## config.mk

```make
export PLATFORM = sky130hd
export DESIGN_NAME = pid_term_scheduler_flat
export DESIGN_NICKNAME = d
export VERILOG_FILES = /design/src/rtl/pid_pkg.sv /design/src/rtl/pid_term_scheduler_if.sv /design/src/rtl/pid_serial_mul.sv /design/src/rtl/pid_term_scheduler.sv /design/src/flat_wrapper.sv
export SDC_FILE = /design/constraint.sdc
export NUM_CORES = 1
export LEC_CHECK = 0
export ABC_AREA = 1
export BUFFER_PORTS_ARGS = -buffer_cell sky130_fd_sc_hd__buf_4
export CAP_MARGIN = 10
export CORE_ASPECT_RATIO = 1.25
export CORE_MARGIN = 4
export CORE_UTILIZATION = 40
export DETAILED_ROUTE_END_ITERATION = 12
export PLACE_DENSITY = 0.57
export SLEW_MARGIN = 20
export SYNTH_ARGS = -nofsm -noshare
export SYNTH_HDL_FRONTEND = slang
export SYNTH_SLANG_ARGS = --single-unit
```

## constraint.sdc

```tcl
create_clock -name clk -period 3.18 [get_ports clk]
set_clock_uncertainty 0.1 [all_clocks]
set_input_delay 0.318 -clock clk [delete_from_list [all_inputs] [get_ports clk]]
set_output_delay 0.318 -clock clk [all_outputs]
set_load 0.01 [all_outputs]
```

## src/rtl/pid_pkg.sv

```systemverilog
// Shared widths, FSM state type and the saturation helper for the PID scheduler.
package pid_pkg;

    localparam int ERR_W = 6;
    localparam int SUM_W = 8;
    localparam int ACC_W = 16;
    localparam int OUT_W = 8;

    typedef enum logic [2:0] {
        IDLE  = 3'd0,
        MUL_P = 3'd1,
        MUL_I = 3'd2,
        MUL_D = 3'd3,
        DONE  = 3'd4
    } pid_state_t;

    // Clamp a signed accumulator-wide value to the two's-complement range of
    // 'width' bits. The result is still ACC_W wide; callers truncate it.
    function automatic logic signed [ACC_W-1:0] sat(input logic signed [ACC_W-1:0] value,
                                                    input int width);
        int v;
        int hi;
        int lo;
        v  = int'(value);
        hi = (1 << (width - 1)) - 1;
        lo = -hi - 1;
        if (v > hi) begin
            v = hi;
        end else if (v < lo) begin
            v = lo;
        end
        return ACC_W'(v);
    endfunction

endpackage

```

## src/rtl/pid_term_scheduler_if.sv

```systemverilog
// Error-sample in / actuator-command out bundle of the PID scheduler.
// Handshake: a sample on e (with the gains) is taken on a rising clk edge where
// ena, sample_valid and ready are all high; sample_valid while ready is low is
// dropped and flagged on overrun. u_valid is a one-cycle pulse marking a new u;
// there is no back-pressure on the output side.
interface pid_term_scheduler_if;
    import pid_pkg::*;

    logic                    ena;
    logic                    sample_valid;
    logic signed [ERR_W-1:0] e;
    logic        [ERR_W-1:0] K_p;
    logic        [ERR_W-1:0] K_i;
    logic        [ERR_W-1:0] K_d;
    logic                    ready;
    logic                    u_valid;
    logic signed [OUT_W-1:0] u;
    logic                    overrun;

    modport master (
        output ena, sample_valid, e, K_p, K_i, K_d,
        input  ready, u_valid, u, overrun
    );

    modport slave (
        input  ena, sample_valid, e, K_p, K_i, K_d,
        output ready, u_valid, u, overrun
    );

endinterface

```

## src/rtl/pid_serial_mul.sv

```systemverilog
// Shared repeated-addition multiplier: adds 'operand' into acc once per enabled
// cycle while its down-counter is non-zero. 'done' marks the last addition.
module pid_serial_mul
    import pid_pkg::*;
(
    input  logic                    clk,
    input  logic                    rst_n,
    input  logic                    ena,
    input  logic                    start,
    input  logic                    preload,
    input  logic signed [ACC_W-1:0] acc_init,
    input  logic signed [ACC_W-1:0] operand,
    input  logic        [ERR_W-1:0] count,
    output logic signed [ACC_W-1:0] acc,
    output logic                    done
);

    logic [ERR_W-1:0] cnt;
    logic             busy;

    assign busy = (cnt != '0);
    assign done = (cnt == ERR_W'(1));

    // Accumulate while counting down; start reloads the count for the next term
    // on the same edge as the previous term's last addition.
    always_ff @(posedge clk) begin
        if (!rst_n) begin
            acc <= '0;
            cnt <= '0;
        end else if (ena) begin
            if (preload) begin
                acc <= acc_init;
            end else if (busy) begin
                acc <= acc + operand;
            end
            if (start) begin
                cnt <= count;
            end else if (busy) begin
                cnt <= cnt - ERR_W'(1);
            end
        end
    end

endmodule

```

## src/rtl/pid_term_scheduler.sv

```systemverilog
// Runs one PID update per accepted error sample, time-sharing a single serial
// multiplier across the P, I and D terms, then scales and saturates into u.
module pid_term_scheduler
    import pid_pkg::*;
#(
    parameter int SHIFT = 4
) (
    input  logic                 clk,
    input  logic                 rst_n,
    pid_term_scheduler_if.slave  bus,
    output pid_state_t           fsm_state
);

    localparam int DIFF_W = ERR_W + 1;

    pid_state_t state;
    pid_state_t next_state;

    logic        [ERR_W-1:0]  k_p_q;
    logic        [ERR_W-1:0]  k_i_q;
    logic        [ERR_W-1:0]  k_d_q;
    logic signed [SUM_W-1:0]  e_sum;
    logic signed [ERR_W-1:0]  e_prev;
    logic signed [DIFF_W-1:0] diff;
    logic signed [OUT_W-1:0]  u;
    logic                     u_valid;
    logic                     overrun;

    logic                     accept;
    logic signed [ACC_W-1:0]  sum_wide;
    logic signed [DIFF_W-1:0] diff_next;
    logic                     mul_start;
    logic        [ERR_W-1:0]  mul_count;
    logic signed [ACC_W-1:0]  mul_operand;
    logic signed [ACC_W-1:0]  mul_acc;
    logic                     mul_done;

    assign accept    = bus.ena && bus.sample_valid && (state == IDLE);
    assign sum_wide  = ACC_W'(e_sum) + ACC_W'(bus.e);
    assign diff_next = DIFF_W'(bus.e) - DIFF_W'(e_prev);

    // State register; everything freezes while ena is low.
    always_ff @(posedge clk) begin
        if (!rst_n) begin
            state <= IDLE;
        end else if (bus.ena) begin
            state <= next_state;
        end
    end

    // Next state: zero-gain terms are skipped by jumping straight to the next
    // term with a non-zero gain (or DONE).
    always_comb begin
        next_state = state;
        case (state)
            IDLE: begin
                if (accept) begin
                    if (bus.K_p != '0)      next_state = MUL_P;
                    else if (bus.K_i != '0) next_state = MUL_I;
                    else if (bus.K_d != '0) next_state = MUL_D;
                    else                    next_state = DONE;
                end
            end
            MUL_P: begin
                if (mul_done) begin
                    if (k_i_q != '0)      next_state = MUL_I;
                    else if (k_d_q != '0) next_state = MUL_D;
                    else                  next_state = DONE;
                end
            end
            MUL_I: begin
                if (mul_done) begin
                    if (k_d_q != '0) next_state = MUL_D;
                    else             next_state = DONE;
                end
            end
            MUL_D: begin
                if (mul_done) next_state = DONE;
            end
            DONE:    next_state = IDLE;
            default: next_state = IDLE;
        endcase
    end

    // Multiplier control: load the count of the term being entered and pick the
    // operand of the term currently running.
    always_comb begin
        mul_count   = '0;
        mul_operand = '0;
        case (next_state)
            MUL_P:   mul_count = (state == IDLE) ? bus.K_p : k_p_q;
            MUL_I:   mul_count = (state == IDLE) ? bus.K_i : k_i_q;
            MUL_D:   mul_count = (state == IDLE) ? bus.K_d : k_d_q;
            default: mul_count = '0;
        endcase
        mul_start = (next_state != state) && (mul_count != '0);
        case (state)
            MUL_P:   mul_operand = ACC_W'(e_prev);
            MUL_I:   mul_operand = ACC_W'(e_sum);
            MUL_D:   mul_operand = ACC_W'(diff);
            default: mul_operand = '0;
        endcase
    end

    pid_serial_mul u_mul (
        .clk      (clk),
        .rst_n    (rst_n),
        .ena      (bus.ena),
        .start    (mul_start),
        .preload  (accept),
        .acc_init ('0),
        .operand  (mul_operand),
        .count    (mul_count),
        .acc      (mul_acc),
        .done     (mul_done)
    );

    // Sample state, overrun flag and the scaled, saturated output.
    always_ff @(posedge clk) begin
        if (!rst_n) begin
            k_p_q   <= '0;
            k_i_q   <= '0;
            k_d_q   <= '0;
            e_sum   <= '0;
            e_prev  <= '0;
            diff    <= '0;
            u       <= '0;
            u_valid <= 1'b0;
            overrun <= 1'b0;
        end else if (bus.ena) begin
            if (accept) begin
                k_p_q  <= bus.K_p;
                k_i_q  <= bus.K_i;
                k_d_q  <= bus.K_d;
                e_sum  <= SUM_W'(sat(sum_wide, SUM_W));
                diff   <= diff_next;
                e_prev <= bus.e;
            end
            if (bus.sample_valid && (state != IDLE)) begin
                overrun <= 1'b1;
            end
            u_valid <= (state == DONE);
            if (state == DONE) begin
                u <= OUT_W'(sat(mul_acc >>> SHIFT, OUT_W));
            end
        end else begin
            u_valid <= 1'b0;
        end
    end

    assign bus.ready   = (state == IDLE);
    assign bus.u_valid = u_valid;
    assign bus.u       = u;
    assign bus.overrun = overrun;
    assign fsm_state   = state;

endmodule

```

## src/flat_wrapper.sv

```systemverilog
// flat-port wrapper written by rule: the top's interface ports become plain ports
module pid_term_scheduler_flat import pid_pkg::*;
#(
    parameter int SHIFT = 4
)
  (clk, rst_n, fsm_state, bus_ena, bus_sample_valid, bus_e, bus_K_p, bus_K_i, bus_K_d, bus_ready, bus_u_valid, bus_u, bus_overrun);
  pid_term_scheduler_if bus_i ();
  input  logic clk;
  input  logic rst_n;
  output pid_state_t fsm_state;
  input wire logic [$bits(bus_i.ena)-1:0] bus_ena;
  input wire logic [$bits(bus_i.sample_valid)-1:0] bus_sample_valid;
  input wire logic [$bits(bus_i.e)-1:0] bus_e;
  input wire logic [$bits(bus_i.K_p)-1:0] bus_K_p;
  input wire logic [$bits(bus_i.K_i)-1:0] bus_K_i;
  input wire logic [$bits(bus_i.K_d)-1:0] bus_K_d;
  output wire logic [$bits(bus_i.ready)-1:0] bus_ready;
  output wire logic [$bits(bus_i.u_valid)-1:0] bus_u_valid;
  output wire logic [$bits(bus_i.u)-1:0] bus_u;
  output wire logic [$bits(bus_i.overrun)-1:0] bus_overrun;
  assign bus_i.ena = bus_ena;
  assign bus_i.sample_valid = bus_sample_valid;
  assign bus_i.e = bus_e;
  assign bus_i.K_p = bus_K_p;
  assign bus_i.K_i = bus_K_i;
  assign bus_i.K_d = bus_K_d;
  assign bus_ready = bus_i.ready;
  assign bus_u_valid = bus_i.u_valid;
  assign bus_u = bus_i.u;
  assign bus_overrun = bus_i.overrun;
  pid_term_scheduler #(.SHIFT(SHIFT)) u_core (.clk(clk), .rst_n(rst_n), .bus(bus_i), .fsm_state(fsm_state));
endmodule
```

# [Yosys cells after proc, flatten, opt, wreduce, memory -nomap -nowiden]
# Index checks and enable logic that the tools add are counted.
[op_classes] n_eq_ne=9 n_mux=23 magnitude_cmp=4 n_reduce_logical=21 add_sub_neg=4
[ops] op="one-hot mux 16 bit (3 select lines)" count=1
[ops] op="nonzero test 6 bit" count=7
[ops] op="2-to-1 mux 16 bit" count=2
[ops] op="2-to-1 mux 8 bit" count=4
[ops] op="2-to-1 mux 6 bit" count=5
[ops] op="2-to-1 mux 3 bit" count=9
[ops] op="one-hot mux 6 bit (3 select lines)" count=1
[ops] op="adder 16 bit" count=1
[ops] op="== test 3 x 2 -> 1 bit (second input constant)" count=4
[ops] op="> comparator 12 x 8 -> 1 bit (second input constant)" count=1
[ops] op="less-than comparator 12 x 8 -> 1 bit (second input constant)" count=1
[ops] op="one-hot mux 3 bit (4 select lines)" count=1
[ops] op="AND reduction 2 bit" count=6
[ops] op="adder 8 x 6 -> 9 bit" count=1
[ops] op="> comparator 9 x 8 -> 1 bit (second input constant)" count=1
[ops] op="less-than comparator 9 x 8 -> 1 bit (second input constant)" count=1
[ops] op="subtractor 6 x 6 -> 7 bit" count=1
[ops] op="== test 3 x 1 -> 1 bit (second input constant)" count=2
[ops] op="== test 6 x 1 -> 1 bit (second input constant)" count=1
[ops] op="subtractor 6 x 1 -> 6 bit (second input constant)" count=1
[ops] op="logical AND 1 bit" count=4
[ops] op="nonzero test 2 bit" count=2
[ops] op="== test 3 bit (second input constant)" count=1
[ops] op="zero test 3 bit" count=1
[ops] op="other kinds (2)" count=2
[totals] register_bits=74 input_bits=28 out_inout_bits=14

# [Longest topological paths before layout]
# Gate-level depths: netlist (run 1).
[logic_depth] ltp_word=12 depth_mapped=18

# [Hierarchy]
# From an unflattened synthesis (run 1), not the netlist that was laid out.
[hier_totals] cells_unflattened=805 hier_area_um2=5235.0
[modules_own_cells] mod="pid_term_scheduler" instances=1 area_per_inst_um2=3179.3 cells_per_inst=474 seq_area_each_um2=1041.0
[modules_own_cells] mod="pid_serial_mul" instances=1 area_per_inst_um2=2055.7 cells_per_inst=331 seq_area_each_um2=440.4

# [Worst setup path after synthesis (run 1)]
# No wires, ideal clock.
[synth_timing] path_type="register -> register" startpoint="register u_core.state[0], in the netlist u_core.fsm_state[0]" endpoint="register u_core.u_mul.acc[14]" stages_incl_launch_ff=14 arrival_ns=2.855 required_ns=3.010 setup_ns=0.070 synth_period_minus_slack_ns=3.025 n_path_buf=0 setup_slack_ns=0.155 cell_sequence="dfxtp_1 -> inv_1 -> nor3_1 -> a21oi_1 -> nand2_1 -> ha_1 -> a21o_1 -> a221oi_1 -> nand3_1 -> a21oi_1 -> o21bai_1 -> a21oi_1 -> o21ai_0 -> a21oi_1"
[synth_between] elab_chain_cells=5 word_cells_on_any_way=11
[synth_lines] item="from (decl)" line="pid_term_scheduler.sv:16" rtl="pid_state_t state;"
[synth_lines] item="from (signal assigned)" line="pid_term_scheduler.sv:47" rtl="state <= next_state;"
[synth_lines] item="== test 3 x 2 -> 1 bit / == test 3 x 1 -> 1 bit (equally long branches)" line="pid_term_scheduler.sv:97" rtl="case (state)"
[synth_lines] item="one-hot mux 16 bit (3 select lines)" line="pid_term_scheduler.sv:97"
[synth_lines] item="adder 16 bit" line="pid_serial_mul.sv:34" rtl="acc <= acc + operand;"
[synth_lines] item="2-to-1 mux 16 bit" line="pid_serial_mul.sv:33" rtl="end else if (busy) begin"
[synth_lines] item="2-to-1 mux 16 bit" line="pid_serial_mul.sv:31" rtl="if (preload) begin"
[synth_lines] item="to (signal assigned)" line="pid_serial_mul.sv:32" rtl="acc <= acc_init;"
[synth_lines] item="to (signal assigned)" line="pid_serial_mul.sv:34"
[synth_lines] item="to (decl)" line="pid_serial_mul.sv:14" rtl="output logic signed [ACC_W-1:0] acc,"
# Several ways; a longest one is shown, not always the timed one. The select of a mux whose other input is x is not followed.
# A chain may end at the register's enable or synchronous reset.

# [Final worst setup path (run 1)]
[layout_timing] startpoint="register u_core.state[1], in the netlist u_core.fsm_state[1]" endpoint="register u_core.u_mul.acc[15]"
# The elaborated chain is that of the path after synthesis.

==> out/summary.md, run 1 <==
• finished, final reports clean — outcome
• 41.4% — Initial Util
• 7 — largest fanout of any net on the critical path
• 74 — total number of clock tree sinks
• 0 — Routed Antenna Nets
• 42 — I/O pin cnt
• 9 — Num CTS Buffers
• 41 — buffers added on ports
• 21.1 mm — global-route wire length before repair
• 1,206 — filler cell count in the final layout
• dfxtp_1, nand2_1, ha_1 — top area cells in the synthesized netlist
• 0 — leftover overflow at the end of global routing
• clkbuf_16 — clock root buffer
• 813 — post-layout net count
• 48.5% — final core occ
• dfxtp_2 — cell with the largest stage delay on the worst path
• u_core.u_mul.acc[15] — Critical R2R Capture
• 0 — Synth Warn #
• done — clock tree from TritonCTS
• 340 ps — Clk Latency, worst-skew pair
• 0.232 mV — VDD IR-drop max
• 0 — final setup violation count
• 0.0140 mm² — DIE AREA
• 250 ps — r2r setup slk
• bus_sample_valid — hold wc startpoint
• u_core.bus.overrun — terminating pin of the worst hold path
• 6.85 µm² — synthesized area per cell
• 2 — maximum clock path buffer count
• 5 — iteration count of the initial detailed-routing pass
• 4,719 — total via count after detailed routing
• 0% — Synth async-reset ratio
• 131 µm — Die Y
• 17.0% — area delta synth->final
• 5.16 — number of vias per cell after detailed routing
• 44 — Std-Cell Rows
• 13.4% — proportion of layout cells with a drive suffix above 1
• 107 µm — Die W
• 0 — antenna violations before repair
• nor3_2, inv_1, nor2_1, a21oi_1, nand2_2, buf_4, ha_1, a21oi_1, inv_1, a31oi_1, o211ai_1, or2_2, nand3_1, a21oi_1 — chain of cells forming the critical path
• 30.5% — area share of the largest cell type after synthesis
• dfxtp_1 — cell taking the most area after synthesis
• 142 ps — hold slack
• reg -> reg — Critical Setup Path Class
• flip-flop — Setup crit start kind
• 537 mW/mm² — power density cells
• 74 — FF+latch count, synth
• 0 — number of enable-type register cells in the synthesized netlist
• 0.00486 mm² — post-synthesis instance area
• 3 — Min-Delay Path Depth
• 3 — number of H-tree levels
• 60 ps — CTS clock-pin slew for the worst setup and hold paths
• dfxtp_1 — Top FF cell, synth
• a21oi_1 — most frequent cell on the critical path
• 2.59 nW — Lkg Pwr
• 18.5% — GRT Util Overall
• 92.1% — period utilization
• 13.8 µm — average wire length per cell after detail routing
• 350 ps — crit-path max cell delay
• 772 — net count after synthesis
• 251 ps — final setup margin
• 341 MHz — highest achievable clock rate
• 12.6 mm — Post-Route WL
• u_core.fsm_state[1] — startpoint of the worst register-to-register path
• 262 — DRC marker count from the first detailed-route iteration
• 125 ps — Place WS
• 0 — final count of pins violating max slew
• 43 — number of distinct library cells after synthesis
• 9.59 mm — half-perimeter wire length of the detailed placement result
• 30.5% — part of the Yosys area used for sequential elements
• 3290 ps — CP Data Required Time
• 0.900 — RePlAce Congestion
• 3040 ps — arrival time at the worst endpoint
• 0 — # DRC
• 39 — pin count of the biggest net entering global routing
• false — RSZ-0062 raised after global routing
• 0 — final hold violations
• 0 — Ant. Diodes
• 0 — number of maximum-capacitance constraint violations
• 541 ps — Slew @ Worst Pin
• 2930 ps — clock period minus final worst setup slack
• 63.5% — Max-Slew Margin vs Limit
• 0 ps — Setup TNS
• flip-flop — capturing element type of the critical path
• 14 — depth of the worst register-to-register path
• 709 — gate count after technology mapping
• in -> reg — HP Class
• 0.0117 mm² — core outline area
• 4,461 — vias in the first global route
## worst max-delay path, delay by kind of cell, from the launching register on
kind                     cells  cell delay [ps]
AO/OA/AOI/OAI                5              720
adder cells (fa/ha/maj)      1              260
buffers and inverters        3              410
flip-flops                   1              350
AND/OR/NAND/NOR              5              950
## cell usage after synthesis (2+ instances only)
master / number
nand2_2: 6
fa_1: 3
nor3_1: 5
a211oi_1: 15
nand2b_1: 2
xor2_1: 10
o21ai_0: 69
ha_1: 32
o211ai_1: 3
inv_1: 77
buf_6: 2
nor2_4: 2
o21bai_1: 4
clkinv_1: 3
nand2_1: 132
a22oi_1: 6
clkbuf_1: 16
nor2_1: 71
dfxtp_1: 74
or2_2: 6
nand2_4: 3
buf_4: 2
nand3_2: 3
nand3_1: 55
nand4_1: 5
a31oi_1: 4
nor2_2: 5
inv_2: 2
a21oi_1: 78
## timing repair
| item | in CTS | in global routing |
|---|---|---|
| hold buffers | 0 | 0 |
| buffers inserted | 0 | 0 |
| endpoints found under the setup margin | 0 | 7 |
| resized for setup | 0 | 8 |
## worst max-delay path by stage
stage	start	to	cells after the start
floorplan	u_core.fsm_state[0]	u_core.u_mul.acc[14]	13
global placement	u_core.fsm_state[1]	u_core.u_mul.acc[15]	14
detailed placement	u_core.fsm_state[1]	u_core.u_mul.acc[15]	14
CTS	u_core.fsm_state[1]	u_core.u_mul.acc[15]	14
global route	u_core.fsm_state[2]	u_core.u_mul.acc[14]	15
finish	u_core.fsm_state[1]	u_core.u_mul.acc[15]	14
## power breakdown
group / leakage, nW / internal [mW] / total [mW] / switching, mW
Combinational: 1.83 / 0.310 / 0.860 / 0.551
Sequential: 0.605 / 1.00 / 1.06 / 0.0521
Clock: 0.154 / 0.725 / 1.13 / 0.409
## metal layers
layer  track usage (%)  vias to the layer above  wire, µm
li1                  -                     2470         -
met1              22.1                     2158      5600
met2              33.0                       69      6450
met3              2.65                       22       309
met4              7.39                        0       280
met5                 0                        -         0
## per-stage QoR
stage,total power [mW],instance area [µm²],instances
detailed placement,1.93,5340,900
floorplan,1.71,4860,709
global placement,1.92,5340,900
CTS,3.07,5670,915
finish,3.05,5680,915
global route,3.23,5680,915
## layout make-up
| type | count | area, µm² | share of cell area (%) |
|---|---|---|---|
| multi-input combinational | 532 | 2980 | 52.4 |
| clock buffer | 11 | 253 | 4.45 |
| timing repair buffer | 51 | 383 | 6.74 |
| sequential | 74 | 1480 | 26.1 |
| clock inverter | 4 | 75.1 | 1.32 |
| tap | 161 | 201 | 3.54 |
| inverter | 82 | 308 | 5.42 |
## layout by cell type (no fill, tap or decap), types with 9 or more instances in the layout
master	instances
dfxtp_1	73
nand3_1	55
xor2_1	10
ha_1	32
nor2_1	71
clkbuf_16	9
buf_4	51
nand2_1	131
a21oi_1	78
a211oi_1	15
o21ai_0	66
inv_1	77
## registers in the layout (all words and copies together), names as in the netlist
register and count:
u_core.bus.u 8, u_core.e_prev 6, u_core.u_mul.cnt 6, u_core.bus.overrun 1, u_core.k_i_q 6, u_core.e_sum 8, u_core.k_d_q 6, u_core.k_p_q 6
u_core.diff 7, u_core.fsm_state 3, u_core.u_mul.acc 16, u_core.bus.u_valid 1
## cell families after synthesis
group	share of synthesized area, %
adders and majority gates	9.48
and+or+nand+nor	28.3
AOI/OAI and AO/OA	21.5
buffers and inverters	8.45
DFF	30.5
xor gates and xnor gates	1.80
Power figures use the tool's default switching activity.
==> run 2, diff against run 1 <==
- RECOVER_POWER: not set -> 25
==> out/summary.md, run 2 (synthesis results as in run 1) <==
• 74 — total number of clock tree sinks, unchanged
• flip-flop — capturing element type of the critical path, unchanged
• 0 ps — Setup TNS, unchanged
• 41 — buffers added on ports, unchanged
• 2.54 nW — Lkg Pwr, was 2.59 nW
• 0 — Routed Antenna Nets, unchanged
• done — clock tree from TritonCTS, unchanged
• false — RSZ-0062 raised after global routing, unchanged
• finished, final reports clean — outcome, unchanged
• 1,214 — filler cell count in the final layout, was 1,206
• 4,701 — total via count after detailed routing, was 4,719
• nand2_1, a21oi_1, inv_1 — most used cells in the layout excluding fill and tap cells, unchanged
• 3290 ps — CP Data Required Time, about the same
• 3 — number of H-tree levels, unchanged
• 5 — iteration count of the initial detailed-routing pass, unchanged
• 21.1 mm — global-route wire length before repair, unchanged
• 0 — final setup violation count, unchanged
• u_core.u_mul.acc — Top reg by flops, unchanged
• 60 ps — CTS clock-pin slew for the worst setup and hold paths, about the same
• 0 — number of maximum-capacitance constraint violations, unchanged
• 2930 ps — clock period minus final worst setup slack, about the same
• 0 — antenna violations before repair, unchanged
• 41.4% — Initial Util, unchanged
• 0.900 — RePlAce Congestion, unchanged
• in -> reg — HP Class, unchanged
• 143 ps — hold slack, was 142 ps
• 12.7 mm — Post-Route WL, was 12.6 mm
• 0.232 mV — VDD IR-drop max, about the same
• 16.0% — area delta synth->final, was 17.0%
• 42 — I/O pin cnt, unchanged
• 340 ps — Clk Latency, worst-skew pair, about the same
• 13.8 µm — average wire length per cell after detail routing, about the same
• 63.4% — Max-Slew Margin vs Limit, was 63.5%
• 544 ps — Slew @ Worst Pin, was 541 ps
• 341 MHz — highest achievable clock rate, about the same
• 813 — post-layout net count, unchanged
• 256 — DRC marker count from the first detailed-route iteration, was 262
• 0 — leftover overflow at the end of global routing, unchanged
• 541 mW/mm² — power density cells, was 537 mW/mm²
• 0 — postcts setup bufs, unchanged
• clkbuf_16 — clock root buffer, unchanged
• 915 — Layout Cells excl Fill, unchanged
• 9.59 mm — half-perimeter wire length of the detailed placement result, unchanged
• 4,461 — vias in the first global route, unchanged
• 9 — Num CTS Buffers, unchanged
• u_core.u_mul.acc x16, u_core.bus.u x8, u_core.e_sum x8 — largest registers in the final layout, unchanged
• 2 — maximum clock path buffer count, unchanged
• 0.00534 mm² — total placed instance area, unchanged
• 900 — Cell Count Post-Placement, unchanged
• reg -> reg — Critical Setup Path Class, unchanged
• 0 — final hold violations, unchanged
• 0 — # DRC, unchanged
• 0 — Ant. Diodes, unchanged
• 11.7% — proportion of layout cells with a drive suffix above 1, was 13.4%
• 16 — flip-flop count of the largest register after layout, unchanged
• 92.3% — period utilization, was 92.1%
• 131 µm — Die Y, unchanged
• 0.0140 mm² — DIE AREA, unchanged
• 3050 ps — arrival time at the worst endpoint, was 3040 ps
• 7 — largest fanout of any net on the critical path, unchanged
• 18.5% — GRT Util Overall, unchanged
• 107 µm — Die W, unchanged
• 39 — pin count of the biggest net entering global routing, unchanged
• 0.00563 mm² — area of all placed cells without fillers, was 0.00568 mm²
• nand2_1 — most common library cell in the layout ignoring fill and taps, unchanged
• 0.0117 mm² — core outline area, unchanged
• 48.0% — final core occ, was 48.5%
• flip-flop — Setup crit start kind, unchanged
• 44 — Std-Cell Rows, unchanged
• 0 — final count of pins violating max slew, unchanged
• 5.14 — number of vias per cell after detailed routing, was 5.16
==> run 2: cell types whose count changed in the layout (fill, tap and decap cells not counted) <==
cell / previous run / this run
clkbuf_1: 0 / 11
nor2_1: 71 / 72
nor2_2: 4 / 3
nand2_4: 3 / 2
nand2_1: 131 / 132
buf_4: 51 / 40
==> run 2: worst max-delay path, stage by stage (launching register included) <==
cell	delay (ps)
dfxtp_1	400
nor3_2	90
inv_1	170
nor2_1	80
a21oi_1	190
nand2_2	160
buf_4	180
ha_1	320
a21oi_1	240
inv_1	90
a31oi_1	180
o211ai_1	170
or2_2	300
nand3_1	70
a21oi_1	50
==> run 2: report_power, final <==
group / total, mW / internal [mW] / switching (mW)
Clock: 1.13 / 0.725 / 0.406
Combinational: 0.857 / 0.307 / 0.550
Sequential: 1.06 / 1.00 / 0.0519
Total: 3.04 / 2.04 / 1.01
==> run 2: timing repair <==
item / 4_1_cts / 5_1_grt
setup endpoints to repair: 0 / 7
hold buffers: 0 / 0
resized for setup: 0 / 8
==> run 2: through the flow <==
step / total power, mW / worst slack (ps)
final: 3.04 / 245
after global placement: 1.92 / 210
after CTS: 3.07 / 117
after floorplan: 1.71 / 155
after global routing: 3.22 / 9.12
after detailed placement: 1.93 / 125
==> run 2: layout make-up <==
cell class                 instances  area (µm²)  share of cell area (%)
tap                              161         201                    3.58
clock inverter                     4        75.1                    1.33
sequential                        74        1480                    26.3
inverter                          82         308                    5.47
clock buffer                      11         253                    4.49
multi-input combinational        532        2970                    52.7
timing repair buffer              51         342                    6.07
==> run 2: final timing paths <==
check / startpoint / end / slack [ps] / depth (start not counted)
worst max register to register: u_core.fsm_state[2] / u_core.u_mul.acc[15] / 250 / 14
worst min-delay path: bus_sample_valid / u_core.bus.overrun / 140 / 3
worst min register to register: u_core.k_p_q[1] / u_core.k_p_q[1] / 360 / 2
worst max-delay path: u_core.fsm_state[2] / u_core.u_mul.acc[15] / 250 / 14
==> run 2: metal layers <==
layer / up-vias / routed length, µm / global-route usage, %
li1: 2466 / - / -
met1: 2148 / 5610 / 22.1
met2: 66 / 6460 / 33.0
met3: 21 / 298 / 2.65
met4: 0 / 282 / 7.39
met5: - / 0 / 0
